File: src/rtl/gowin_ff_test_pkg.sv
// Shared constants, FSM states and mode helpers for the Gowin flop exerciser.
package gowin_ff_test_pkg;

  localparam int MODE_PLAIN    = 0;
  localparam int MODE_CE       = 1;
  localparam int MODE_SET      = 2;
  localparam int MODE_RESET    = 3;
  localparam int MODE_CE_SET   = 4;
  localparam int MODE_CE_RESET = 5;

  typedef enum logic [2:0] {
    ST_IDLE,
    ST_CHK_INIT,
    ST_RUN,
    ST_DRAIN,
    ST_DONE
  } state_t;

  // Taps 16,14,13,11 of a right-shifting Fibonacci LFSR map to bits 0,2,3,5.
  localparam logic [15:0] LFSR_TAPS = 16'h002D;

  function automatic logic has_ce(input int mode);
    return (mode == MODE_CE) || (mode == MODE_CE_SET) || (mode == MODE_CE_RESET);
  endfunction

  function automatic logic has_sr(input int mode);
    return (mode >= MODE_SET) && (mode <= MODE_CE_RESET);
  endfunction

  // Value the flop takes while its set/reset control is asserted.
  function automatic logic sr_val(input int mode);
    return (mode == MODE_SET) || (mode == MODE_CE_SET);
  endfunction

endpackage

File: src/rtl/gowin_ff_exerciser_if.sv
// Signal bundle between the exerciser (master) and the flop under test (slave).
interface gowin_ff_exerciser_if;
  logic Q_I;
  logic D_O;
  logic CE_O;
  logic SR_O;

  modport master (input Q_I, output D_O, CE_O, SR_O);
  modport slave  (output Q_I, input D_O, CE_O, SR_O);
endinterface

File: src/rtl/ff_lfsr16.sv
// 16-bit Fibonacci LFSR with seed load and advance enable. Exposes the low
// bits of the value it will hold after the coming edge, so the caller can
// register stimulus that lines up with the LFSR step.
module ff_lfsr16 import gowin_ff_test_pkg::*; #(
  parameter logic [15:0] SEED = 16'hACE1
) (
  input  logic       i_clk,
  input  logic       i_rst,
  input  logic       i_load,
  input  logic       i_adv,
  output logic [5:0] o_next_bits
);

  logic [15:0] r_lfsr;
  logic [15:0] w_lfsr_next;
  logic        w_fb;

  assign w_fb        = ^(r_lfsr & LFSR_TAPS);
  assign o_next_bits = w_lfsr_next[5:0];

  // Load wins over advance; otherwise hold.
  always_comb begin
    w_lfsr_next = r_lfsr;
    if (i_load) begin
      w_lfsr_next = SEED;
    end else if (i_adv) begin
      w_lfsr_next = {w_fb, r_lfsr[15:1]};
    end
  end

  // LFSR state register, back to the seed on reset.
  always_ff @(posedge i_clk or posedge i_rst) begin
    if (i_rst) begin
      r_lfsr <= SEED;
    end else begin
      r_lfsr <= w_lfsr_next;
    end
  end

endmodule

File: src/rtl/gowin_ff_exerciser.sv
// Stimulus generator and checker for one Gowin single-bit flop variant.
// Drives D/CE/SR into the flop, tracks the expected Q with a reference
// model and counts mismatches over a run of pseudo-random vectors.
module gowin_ff_exerciser import gowin_ff_test_pkg::*; #(
  parameter int          MODE        = 0,
  parameter bit          ASYNC       = 1'b0,
  parameter logic        INIT        = 1'b0,
  parameter logic [15:0] SEED        = 16'hACE1,
  parameter int          NUM_VECTORS = 256
) (
  input  logic                 CLK,
  input  logic                 CLEAR,
  input  logic                 START,
  gowin_ff_exerciser_if.master ff,
  output logic                 BUSY,
  output logic                 DONE,
  output logic                 PASS,
  output logic [15:0]          ERR_CNT
);

  localparam logic        C_HAS_CE   = has_ce(MODE);
  localparam logic        C_HAS_SR   = has_sr(MODE);
  localparam logic        C_SR_VAL   = sr_val(MODE);
  localparam logic        C_CE_IDLE  = ~C_HAS_CE;
  localparam logic        C_ASYNC_SR = ASYNC && C_HAS_SR;
  localparam logic [15:0] C_LAST_VEC = 16'(NUM_VECTORS - 1);

  state_t      r_state, w_state_next;
  logic        r_d, r_ce, r_sr;
  logic        w_d_next, w_ce_next, w_sr_next;
  logic        r_busy, r_done, r_pass;
  logic        w_busy_next, w_done_next;
  logic [15:0] r_err_cnt, w_err_next;
  logic [15:0] r_vec_cnt, w_vec_next;
  logic        r_exp, r_settle;
  logic        w_exp_eff, w_cmp_en;
  logic        w_lfsr_load, w_lfsr_adv;
  logic [5:0]  w_lfsr_bits;

  ff_lfsr16 #(.SEED(SEED)) u_lfsr (
    .i_clk       (CLK),
    .i_rst       (CLEAR),
    .i_load      (w_lfsr_load),
    .i_adv       (w_lfsr_adv),
    .o_next_bits (w_lfsr_bits)
  );

  // An async preset/clear forces Q immediately, ahead of the clocked model.
  assign w_exp_eff = (C_ASYNC_SR && r_sr) ? C_SR_VAL : r_exp;

  // Next-state, run bookkeeping and saturating mismatch count.
  always_comb begin
    w_state_next = r_state;
    w_busy_next  = r_busy;
    w_done_next  = r_done;
    w_err_next   = r_err_cnt;
    w_vec_next   = r_vec_cnt;
    w_cmp_en     = 1'b0;
    w_lfsr_load  = 1'b0;
    w_lfsr_adv   = 1'b0;
    case (r_state)
      ST_IDLE, ST_DONE: begin
        if (START && r_settle) begin
          w_state_next = C_HAS_CE ? ST_CHK_INIT : ST_RUN;
          w_busy_next  = 1'b1;
          w_done_next  = 1'b0;
          w_err_next   = 16'd0;
          w_vec_next   = 16'd0;
          w_lfsr_load  = 1'b1;
        end
      end
      ST_CHK_INIT: begin
        w_cmp_en     = 1'b1;
        w_state_next = ST_RUN;
      end
      ST_RUN: begin
        w_cmp_en   = 1'b1;
        w_lfsr_adv = 1'b1;
        w_vec_next = r_vec_cnt + 16'd1;
        if (r_vec_cnt == C_LAST_VEC) begin
          w_state_next = ST_DRAIN;
        end
      end
      ST_DRAIN: begin
        w_cmp_en     = 1'b1;
        w_state_next = ST_DONE;
        w_busy_next  = 1'b0;
        w_done_next  = 1'b1;
      end
      default: w_state_next = ST_IDLE;
    endcase
    if (w_cmp_en && (ff.Q_I != w_exp_eff) && (r_err_cnt != 16'hFFFF)) begin
      w_err_next = r_err_cnt + 16'd1;
    end
  end

  // Stimulus for the coming cycle: a masked vector when it is a RUN cycle,
  // neutral otherwise, so a run's first vector is on the pins on RUN entry.
  always_comb begin
    w_d_next  = 1'b0;
    w_ce_next = C_CE_IDLE;
    w_sr_next = 1'b0;
    if (w_state_next == ST_RUN) begin
      w_d_next  = w_lfsr_bits[0];
      w_ce_next = C_HAS_CE ? (w_lfsr_bits[1] | w_lfsr_bits[2]) : 1'b1;
      w_sr_next = C_HAS_SR & w_lfsr_bits[3] & w_lfsr_bits[4] & w_lfsr_bits[5];
    end
  end

  // State, stimulus, flags, counters and the reference flop.
  always_ff @(posedge CLK or posedge CLEAR) begin
    if (CLEAR) begin
      r_state   <= ST_IDLE;
      r_d       <= 1'b0;
      r_ce      <= C_CE_IDLE;
      r_sr      <= 1'b0;
      r_busy    <= 1'b0;
      r_done    <= 1'b0;
      r_pass    <= 1'b0;
      r_err_cnt <= 16'd0;
      r_vec_cnt <= 16'd0;
      r_exp     <= INIT;
      r_settle  <= 1'b0;
    end else begin
      r_state   <= w_state_next;
      r_d       <= w_d_next;
      r_ce      <= w_ce_next;
      r_sr      <= w_sr_next;
      r_busy    <= w_busy_next;
      r_done    <= w_done_next;
      r_pass    <= w_done_next && (w_err_next == 16'd0);
      r_err_cnt <= w_err_next;
      r_vec_cnt <= w_vec_next;
      r_exp     <= r_sr ? C_SR_VAL : (r_ce ? r_d : r_exp);
      r_settle  <= 1'b1;
    end
  end

  assign ff.D_O  = r_d;
  assign ff.CE_O = r_ce;
  assign ff.SR_O = r_sr;
  assign BUSY    = r_busy;
  assign DONE    = r_done;
  assign PASS    = r_pass;
  assign ERR_CNT = r_err_cnt;

endmodule

File: src/flat_wrapper.sv
// flat-port wrapper written by rule: the top's interface ports become plain ports
module gowin_ff_exerciser_flat import gowin_ff_test_pkg::*;
#(
  parameter int          MODE        = 0,
  parameter bit          ASYNC       = 1'b0,
  parameter logic        INIT        = 1'b0,
  parameter logic [15:0] SEED        = 16'hACE1,
  parameter int          NUM_VECTORS = 256
)
  (CLK, CLEAR, START, BUSY, DONE, PASS, ERR_CNT, ff_Q_I, ff_D_O, ff_CE_O, ff_SR_O);
  gowin_ff_exerciser_if ff_i ();
  input  logic CLK;
  input  logic CLEAR;
  input  logic START;
  output logic BUSY;
  output logic DONE;
  output logic PASS;
  output logic [15:0] ERR_CNT;
  input wire logic [$bits(ff_i.Q_I)-1:0] ff_Q_I;
  output wire logic [$bits(ff_i.D_O)-1:0] ff_D_O;
  output wire logic [$bits(ff_i.CE_O)-1:0] ff_CE_O;
  output wire logic [$bits(ff_i.SR_O)-1:0] ff_SR_O;
  assign ff_i.Q_I = ff_Q_I;
  assign ff_D_O = ff_i.D_O;
  assign ff_CE_O = ff_i.CE_O;
  assign ff_SR_O = ff_i.SR_O;
  gowin_ff_exerciser #(.MODE(MODE), .ASYNC(ASYNC), .INIT(INIT), .SEED(SEED), .NUM_VECTORS(NUM_VECTORS)) u_core (.CLK(CLK), .CLEAR(CLEAR), .START(START), .ff(ff_i), .BUSY(BUSY), .DONE(DONE), .PASS(PASS), .ERR_CNT(ERR_CNT));
endmodule
File: config.mk
export PLATFORM = sky130hd
export DESIGN_NAME = gowin_ff_exerciser_flat
export DESIGN_NICKNAME = d
export VERILOG_FILES = /design/src/rtl/gowin_ff_test_pkg.sv /design/src/rtl/gowin_ff_exerciser_if.sv /design/src/rtl/ff_lfsr16.sv /design/src/rtl/gowin_ff_exerciser.sv /design/src/flat_wrapper.sv
export SDC_FILE = /design/constraint.sdc
export NUM_CORES = 1
export LEC_CHECK = 0
export CAP_MARGIN = 20
export CORE_UTILIZATION = 40
export DETAILED_ROUTE_END_ITERATION = 7
export GPL_TIMING_DRIVEN = 0
export PLACE_DENSITY = 0.66
export SYNTH_ARGS = -nofsm -noshare
export SYNTH_HDL_FRONTEND = slang
export SYNTH_SLANG_ARGS = --single-unit
File: constraint.sdc
create_clock -name CLK -period 2.96 [get_ports CLK]
set_input_delay 0.444 -clock CLK [delete_from_list [all_inputs] [get_ports CLK]]
set_output_delay 0.444 -clock CLK [all_outputs]
set_load 0.005 [all_outputs]
==> results.txt, run 1 <==
----------------------------------------------------
[Run status]
  Outcome ... complete, no violations

[Setup path]
  Endpoint of the most critical register-to-register path ... u_core.PASS
  Largest stage delay on the critical path ... 570 ps
  R2R depth ... 9
  Arrival time of data at the critical path endpoint ... 3110 ps
  Worst setup startpoint ... u_core.ERR_CNT[0]
  CP Cell Sequence ... ha_1, and3_1, and4_4, buf_6, o21a_1, buf_6, a221o_1, or4_1, nor4bb_4
  CP Buf/Inv Count ... 2
  Reg-to-reg startpoint ... u_core.ERR_CNT[0]
  Worst setup path end ... u_core.PASS
  Setup crit start kind ... register
  FF-to-FF setup slack ... 80 ps
  CP top delay family ... simple AND/OR/NAND/NOR gates
  Maximum fanout along the worst path ... 10
  Start-to-end type of the worst setup path ... register to register
  Most used cell along the critical path ... sky130_fd_sc_hd__buf_6
  Category of the worst setup path capture point ... register
  Worst EP required ... 3190 ps
  Total stage count of the critical path ... 9
  Critical Path Slowest Stage Cell ... sky130_fd_sc_hd__or4_1

[Synth]
  Flops & latches, synth ... 57
  Cell types occupying the most area after synthesis ... sky130_fd_sc_hd__dfrtp_1 (43%), sky130_fd_sc_hd__dfstp_2 (7.4%), sky130_fd_sc_hd__nand2_1 (4.4%)
  Combined area of all synthesized cells ... 0.00283 mm²
  Post-synth EDFFs ... 0
  Sequential area share after synthesis ... 50.7%
  Synthesized instance count ... 280
  Top_reg_cell synth ... sky130_fd_sc_hd__dfrtp_1
  Fraction of synthesized cell area taken by the top area cell type ... 43.3%
  Post-synth cell types ... 51
  Mean Syn Cell Area ... 10.1 µm²
  Library cell occupying the most area in the post-synthesis netlist ... sky130_fd_sc_hd__dfrtp_1
  Total of warnings raised by yosys ... 0
  Async SR Flop Fraction ... 100%

[Global route]
  Total grt overflow ... 0
  Vias in the first global route ... 2139
  Pin count of the biggest net entering global routing ... 31
  Wire length of the first global-routing pass ... 10100 µm
  All-layer global routing usage ... 17.8%
  Initial antenna violation count ... 0

[Placement]
  Worst slack at placement ... -371 ps
  Routability Congestion ... 0.762
  Buffers on Ports ... 23
  Dpl hpwl ... 4210 µm

[Power and ir drop]
  Power per cell area ... 781 mW/mm²
  Peak supply drop ... 0.336 mV
  Leakage power figure ... 1.44 nW

[Die]
  Site row count ... 30
  Initial core utilization ... 41.4%
  Height of the chip ... 86.1 µm
  Num ports ... 26
  Die ar. ... 0.00742 mm²
  DIE WIDTH ... 86.1 µm
  Area of the placeable core ... 0.00683 mm²

[Timing]
  Final Slew Violations ... 0
  Rel. slew slack ... 49.8%
  Tcrit/Tclk final ... 97.4%
  Setup tns final ... 0 ps
  Setup repair after global routing missed its margin ... false
  Total of endpoints with negative setup slack in the final report ... 0
  Transition at the pin with the smallest max-transition slack ... 751 ps
  Shortest clock period the worst path allows after layout ... 2880 ps
  Final setup slack of the worst path ... 78.2 ps
  Achievable clock frequency ... 347 MHz
  Hold violation total from the final report ... 0
  Worst hold margin ... 376 ps
  Post-route clock skew ... 10.8 ps

[Detailed routing]
  Total via count after detailed routing ... 2285
  TritonRoute pass-1 iters ... 4
  Post-route DRC violation count ... 0
  Drt via density ... 5.45
  Wirelength, routed ... 6130 µm
  Routed Antenna Nets ... 0
  Iteration-0 DRC Markers ... 117
  Average wire per cell in the routed design ... 14.6 µm

[CTS]
  TritonCTS clock tree ... yes
  Max Root-Sink Buffers ... 2
  Number of H-tree levels ... 3
  Skew-Pair Late Insertion Delay ... 340 ps
  TritonCTS buffer count ... 9
  Cell chosen for the clock root ... sky130_fd_sc_hd__clkbuf_8
  Clock input transition at the sequential cells of the worst setup and hold paths ... 70 ps
  Clock sinks ... 57
  Cts-stage hold buffer count ... 0

[Final layout]
  Antenna Cells ... 0
  Fin nets ... 324
  Layout cells sized above 1 ... 15.8%
  Fill cell count ... 652
  Area Growth Syn to Fin ... 21.1%

[Hold path]
  Hold wc startpoint ... u_core.ff.D_O
  Min-Delay Path Class ... register to register

[Flow run]
  # Max-Cap Violations ... 0

----------------------------------------------------
through the flow:
stage          instance area (µm²)  instances  util [%]  power (mW)
2_1_floorplan                 2840        281         -        1.72
3_3_place_gp                  3190        400      46.6        1.94
3_5_place_dp                  3210        401      46.9        1.97
4_1_cts                       3390        417      49.7        2.67
5_1_grt                       3430        419      50.2        2.85
6_report                      3430        419      50.2        2.68
worst min path at each step:
stage          slack, ps  cells past startpoint            to
6_report             380                      0  u_core.r_exp
5_1_grt              400                      0  u_core.r_exp
4_1_cts              380                      0  u_core.r_exp
3_5_place_dp         360                      0  u_core.r_exp
3_3_place_gp         360                      0  u_core.r_exp
2_1_floorplan        380                      0  u_core.r_exp
worst reg2reg max path: stages, from the launching register on:
cell and delay, ps:
sky130_fd_sc_hd__dfrtp_2 440, sky130_fd_sc_hd__ha_1 250, sky130_fd_sc_hd__and3_1 250, sky130_fd_sc_hd__and4_4 160, sky130_fd_sc_hd__buf_6 130, sky130_fd_sc_hd__o21a_1 180, sky130_fd_sc_hd__buf_6 140, sky130_fd_sc_hd__a221o_1 310
sky130_fd_sc_hd__or4_1 570, sky130_fd_sc_hd__nor4bb_4 350
logic make-up (layout without fill, tap and decap cells):
| logic type | count (synthesis) | count (layout) | synth area share [%] |
|---|---|---|---|
| fa+ha+maj | 2 | 2 | 0.884 |
| simple gates | 116 | 116 | 21.9 |
| mux | 5 | 5 | 1.77 |
| buf+inv | 22 | 64 | 4.55 |
| flops | 57 | 57 | 50.7 |
| other cells | 2 | 3 | 0.265 |
| compound gates | 70 | 70 | 18.1 |
| xor+xnor | 6 | 6 | 1.86 |
sequential cells by signal (all words and copies together), names as in the netlist, 3 cells and up:
| name | count |
|---|---|
| u_core.u_lfsr.r_lfsr | 16 |
| u_core.r_state | 3 |
| u_core.r_vec_cnt | 16 |
| u_core.ERR_CNT | 16 |
synth_stat cells, types with 6 or more instances:
library cell,instances
sky130_fd_sc_hd__dfrtp_1,49
sky130_fd_sc_hd__nand2_1,33
sky130_fd_sc_hd__o21ai_0,18
sky130_fd_sc_hd__nand3_1,16
sky130_fd_sc_hd__nor2_1,16
sky130_fd_sc_hd__clkbuf_1,11
sky130_fd_sc_hd__nand4_1,10
sky130_fd_sc_hd__a22o_1,8
sky130_fd_sc_hd__dfstp_2,8
sky130_fd_sc_hd__and2_1,7
sky130_fd_sc_hd__and3_1,7
sky130_fd_sc_hd__o31ai_1,7
sky130_fd_sc_hd__a21oi_1,6
sky130_fd_sc_hd__o22a_1,6
cell type report:
type                    count  area (µm²)  share of cell area [%]
well taps                  96         120                    3.50
clock buffers              12         135                    3.94
multi-input cells         202        1290                    37.8
inverters                   3        11.3                   0.328
plain buffers              19         119                    3.47
clock inverters             4        45.0                    1.31
flip-flops and latches     57        1440                    42.0
repair buffers             26         265                    7.73
cells in the final DEF, fill, tap and decap left out, types with 8 or more instances in the layout:
cell type,netlist,final
sky130_fd_sc_hd__nand4_1,10,10
sky130_fd_sc_hd__clkbuf_8,0,9
sky130_fd_sc_hd__o21ai_0,18,18
sky130_fd_sc_hd__nand3_1,16,16
sky130_fd_sc_hd__clkbuf_1,11,13
sky130_fd_sc_hd__dfstp_2,8,8
sky130_fd_sc_hd__nand2_1,33,33
sky130_fd_sc_hd__a22o_1,8,8
sky130_fd_sc_hd__clkdlybuf4s50_1,0,23
sky130_fd_sc_hd__nor2_1,16,15
sky130_fd_sc_hd__dfrtp_1,49,47
where the power goes:
group	internal, mW	switching, mW	total (mW)
combinational	0.404	0.384	0.788
clock	0.385	0.298	0.683
sequential	1.03	0.174	1.21
metal layers:
metal  routed length, µm  vias up  share of wire [%]  track usage, %
met4                 201        0                3.3            10.6
met3                 199       15                3.2            3.85
met5                   0        -                  0               0
met1                2850     1104                 46            22.5
li1                    -     1121                  -               -
met2                2880       45                 47            27.9
repair_timing:
action | CTS | global route
pin swaps | 0 | 1
setup endpoints to repair | 1 | 1
resized for setup | 2 | 5
buffers inserted | 0 | 2
hold endpoints to repair | 0 | 0
No activity file was read; power rests on OpenSTA's default activity.
==> run 2, diff against run 1 <==
Settings changed: CORE_UTILIZATION 40 to 41, PLACE_DENSITY 0.66 to 0.67, SETUP_SLACK_MARGIN from default to 0.1.
==> run 2 against run 1 <==
Effect of this change:
- sequential cell count is the same
- global-route usage increased by 1.8 points
- critical endpoint unchanged
- non-clock buffer count decreased by 2
- combinational power fell by 5.2%
==> results.txt, run 2 (synthesis results as in run 1) <==
----------------------------------------------------
[CTS]
  Max Root-Sink Buffers ... 2 (unchanged)
  Cts-stage hold buffer count ... 0 (unchanged)
  Clock sinks ... 57 (unchanged)
  Number of H-tree levels ... 3 (unchanged)
  Cell chosen for the clock root ... sky130_fd_sc_hd__clkbuf_8
  TritonCTS buffer count ... 9 (unchanged)
  Skew-Pair Late Insertion Delay ... 340 ps (about the same)
  Clock input transition at the sequential cells of the worst setup and hold paths ... 70 ps (about the same)
  TritonCTS clock tree ... yes

[Placement]
  Placement Cell Area ... 0.00318 mm² (-0.74%)
  Routability Congestion ... 0.851 (+12%)
  Buffers on Ports ... 23 (unchanged)
  Dpl hpwl ... 4240 µm (+0.67%)
  Worst slack at placement ... -181 ps (+190 ps)
  Placed Cells ... 382 (-4.7%)

[Detailed routing]
  Iteration-0 DRC Markers ... 146 (+25%)
  Wirelength, routed ... 6220 µm (+1.5%)
  Drt via density ... 5.85 (+7.3%)
  Average wire per cell in the routed design ... 15.6 µm (+6.8%)
  Routed Antenna Nets ... 0 (unchanged)
  Post-route DRC violation count ... 0 (unchanged)
  Total via count after detailed routing ... 2328 (+1.9%)
  TritonRoute pass-1 iters ... 4 (unchanged)

[Power and ir drop]
  Total power ... 2.58 mW (-3.7%)
  Power per cell area ... 770 mW/mm² (-1.5%)
  Internal power consumption ... 1.73 mW (-5.0%)
  Switching power share of the total ... 32.9% (+0.90 points)
  Reg power frac ... 47.2% (+2.1 points)
  Clk pwr share ... 23.8% (-1.7 points)
  Leakage power figure ... 1.42 nW (-1.2%)
  Switch Pwr ... 0.848 mW (-1.0%)
  Part of the power in combinational logic ... 28.9% (-0.5 points)
  Peak supply drop ... 0.564 mV (+68%)

[Setup path]
  Category of the worst setup path capture point ... register
  Endpoint of the most critical register-to-register path ... u_core.PASS
  FF-to-FF setup slack ... 220 ps (+140 ps)
  Reg-to-reg startpoint ... u_core.ERR_CNT[0]
  Setup crit start kind ... register
  Maximum fanout along the worst path ... 10 (unchanged)
  Arrival time of data at the critical path endpoint ... 2970 ps (-140 ps)
  R2R depth ... 9 (unchanged)
  Start-to-end type of the worst setup path ... register to register
  Worst EP required ... 3190 ps (about the same)

[Global route]
  Vias in the first global route ... 2243 (+4.9%)
  Initial antenna violation count ... 0 (unchanged)
  Pin count of the biggest net entering global routing ... 34 (+9.7%)
  All-layer global routing usage ... 19.5% (+1.8 points)
  Wire length of the first global-routing pass ... 11100 µm (+9.6%)
  Total grt overflow ... 0 (unchanged)

[Timing]
  Post-route clock skew ... 9.89 ps (-0.903 ps)
  Transition at the pin with the smallest max-transition slack ... 736 ps (-14.6 ps)
  Tcrit/Tclk final ... 92.6% (-4.8 points)
  Shortest clock period the worst path allows after layout ... 2740 ps (-141 ps)
  Achievable clock frequency ... 365 MHz (+5.1%)
  Final setup slack of the worst path ... 219 ps (+141 ps)
  Total of endpoints with negative setup slack in the final report ... 0 (unchanged)
  Final Slew Violations ... 0 (unchanged)
  Setup repair after global routing missed its margin ... false
  Hold violation total from the final report ... 0 (unchanged)
  Rel. slew slack ... 50.8% (+0.98 points)

[Final layout]
  Area Growth Syn to Fin ... 18.4%
  Commonest non-fill, non-tap cells in the layout ... sky130_fd_sc_hd__dfrtp_1 (47), sky130_fd_sc_hd__nand2_1 (33), sky130_fd_sc_hd__clkdlybuf4s50_1 (23)
  Antenna Cells ... 0 (unchanged)
  Count of placed standard cells in the final layout, fillers left out ... 398 (-5.0%)
  Layout cells sized above 1 ... 15.0% (-0.84 points)
  Fin nets ... 322 (-0.62%)
  Final design instance area without fill ... 0.00335 mm² (-2.2%)
  Most common cell after layout, fill and taps aside ... sky130_fd_sc_hd__dfrtp_1
  Final core occ ... 51.6% (+1.4 points)

[Die]
  DIE WIDTH ... 85.1 µm (-1.2%)
  Site row count ... 29 (-3.3%)
  Die ar. ... 0.00724 mm² (-2.4%)
  Height of the chip ... 85.1 µm (-1.2%)
  Initial core utilization ... 43.6% (+2.1 points)
  Area of the placeable core ... 0.00649 mm² (-4.9%)
  Num ports ... 26 (unchanged)

[Flow run]
  # Max-Cap Violations ... 0 (unchanged)

[Hold path]
  Hold wc startpoint ... u_core.ff.D_O
  Min-Delay Path Class ... register to register
  Hold Path Stages ... 0 (unchanged)
  Hold path endpoint ... u_core.r_exp

[Run status]
  Outcome ... complete, no violations

----------------------------------------------------
-- run 2: timing repair --
| action | in CTS | in global routing |
|---|---|---|
| gates resized for setup | 0 | 5 |
| endpoints found under the setup margin | 0 | 1 |
| setup buffers | 0 | 0 |
-- run 2: worst max path at each step --
stage | from | end | slack, ps | cells past startpoint
floorplan | u_core.ERR_CNT[0] | u_core.PASS | 400 | 9
global placement | ff_Q_I | u_core.PASS | -190 | 8
detailed placement | ff_Q_I | u_core.PASS | -180 | 8
CTS | ff_Q_I | u_core.PASS | 140 | 8
global route | u_core.ERR_CNT[0] | u_core.PASS | 110 | 9
finish | u_core.ERR_CNT[0] | u_core.PASS | 220 | 9
-- run 2: cell type report --
cell class	count	area [µm²]
Buffer	19	119
Clock buffer	12	145
Clock inverter	4	20.0
Fill cell	612	3140
Inverter	3	11.3
Multi-Input combinational cell	202	1270
Sequential cell	57	1440
Tap cell	77	96.3
Timing Repair Buffer	24	250
-- run 2: through the flow --
stage                     hold WS (ps)  setup TNS [ps]
after floorplan                    376               0
after global placement             416            -187
after detailed placement           423            -181
after CTS                          432               0
after global routing               427               0
final                              407               0
-- run 2: power by group through the flow --
stage               clock network (mW)  logic (mW)  registers (mW)
floorplan                            0       0.537            1.18
global placement                     0       0.721            1.22
detailed placement                   0       0.744            1.22
CTS                              0.638       0.749            1.21
global route                     0.678       0.839            1.25
finish                           0.614       0.747            1.22
-- run 2: per-layer routing --
layer  wire length, µm  GRT usage [%]  up-vias
li1                  -              -     1121
met2              2980           30.6       65
met3               346           6.61        8
met5                 0              0        -
met1              2810           25.2     1134
met4                88           7.09        0
-- run 2: worst max-delay path, cell delays in order (launching register included) --
cell                       delay (ps)
sky130_fd_sc_hd__dfrtp_2          460
sky130_fd_sc_hd__ha_1             250
sky130_fd_sc_hd__and3_1           250
sky130_fd_sc_hd__and4_4           170
sky130_fd_sc_hd__buf_6            130
sky130_fd_sc_hd__o21a_1           170
sky130_fd_sc_hd__buf_6            140
sky130_fd_sc_hd__a221o_1          310
sky130_fd_sc_hd__or4_1            510
sky130_fd_sc_hd__nor4bb_1         250
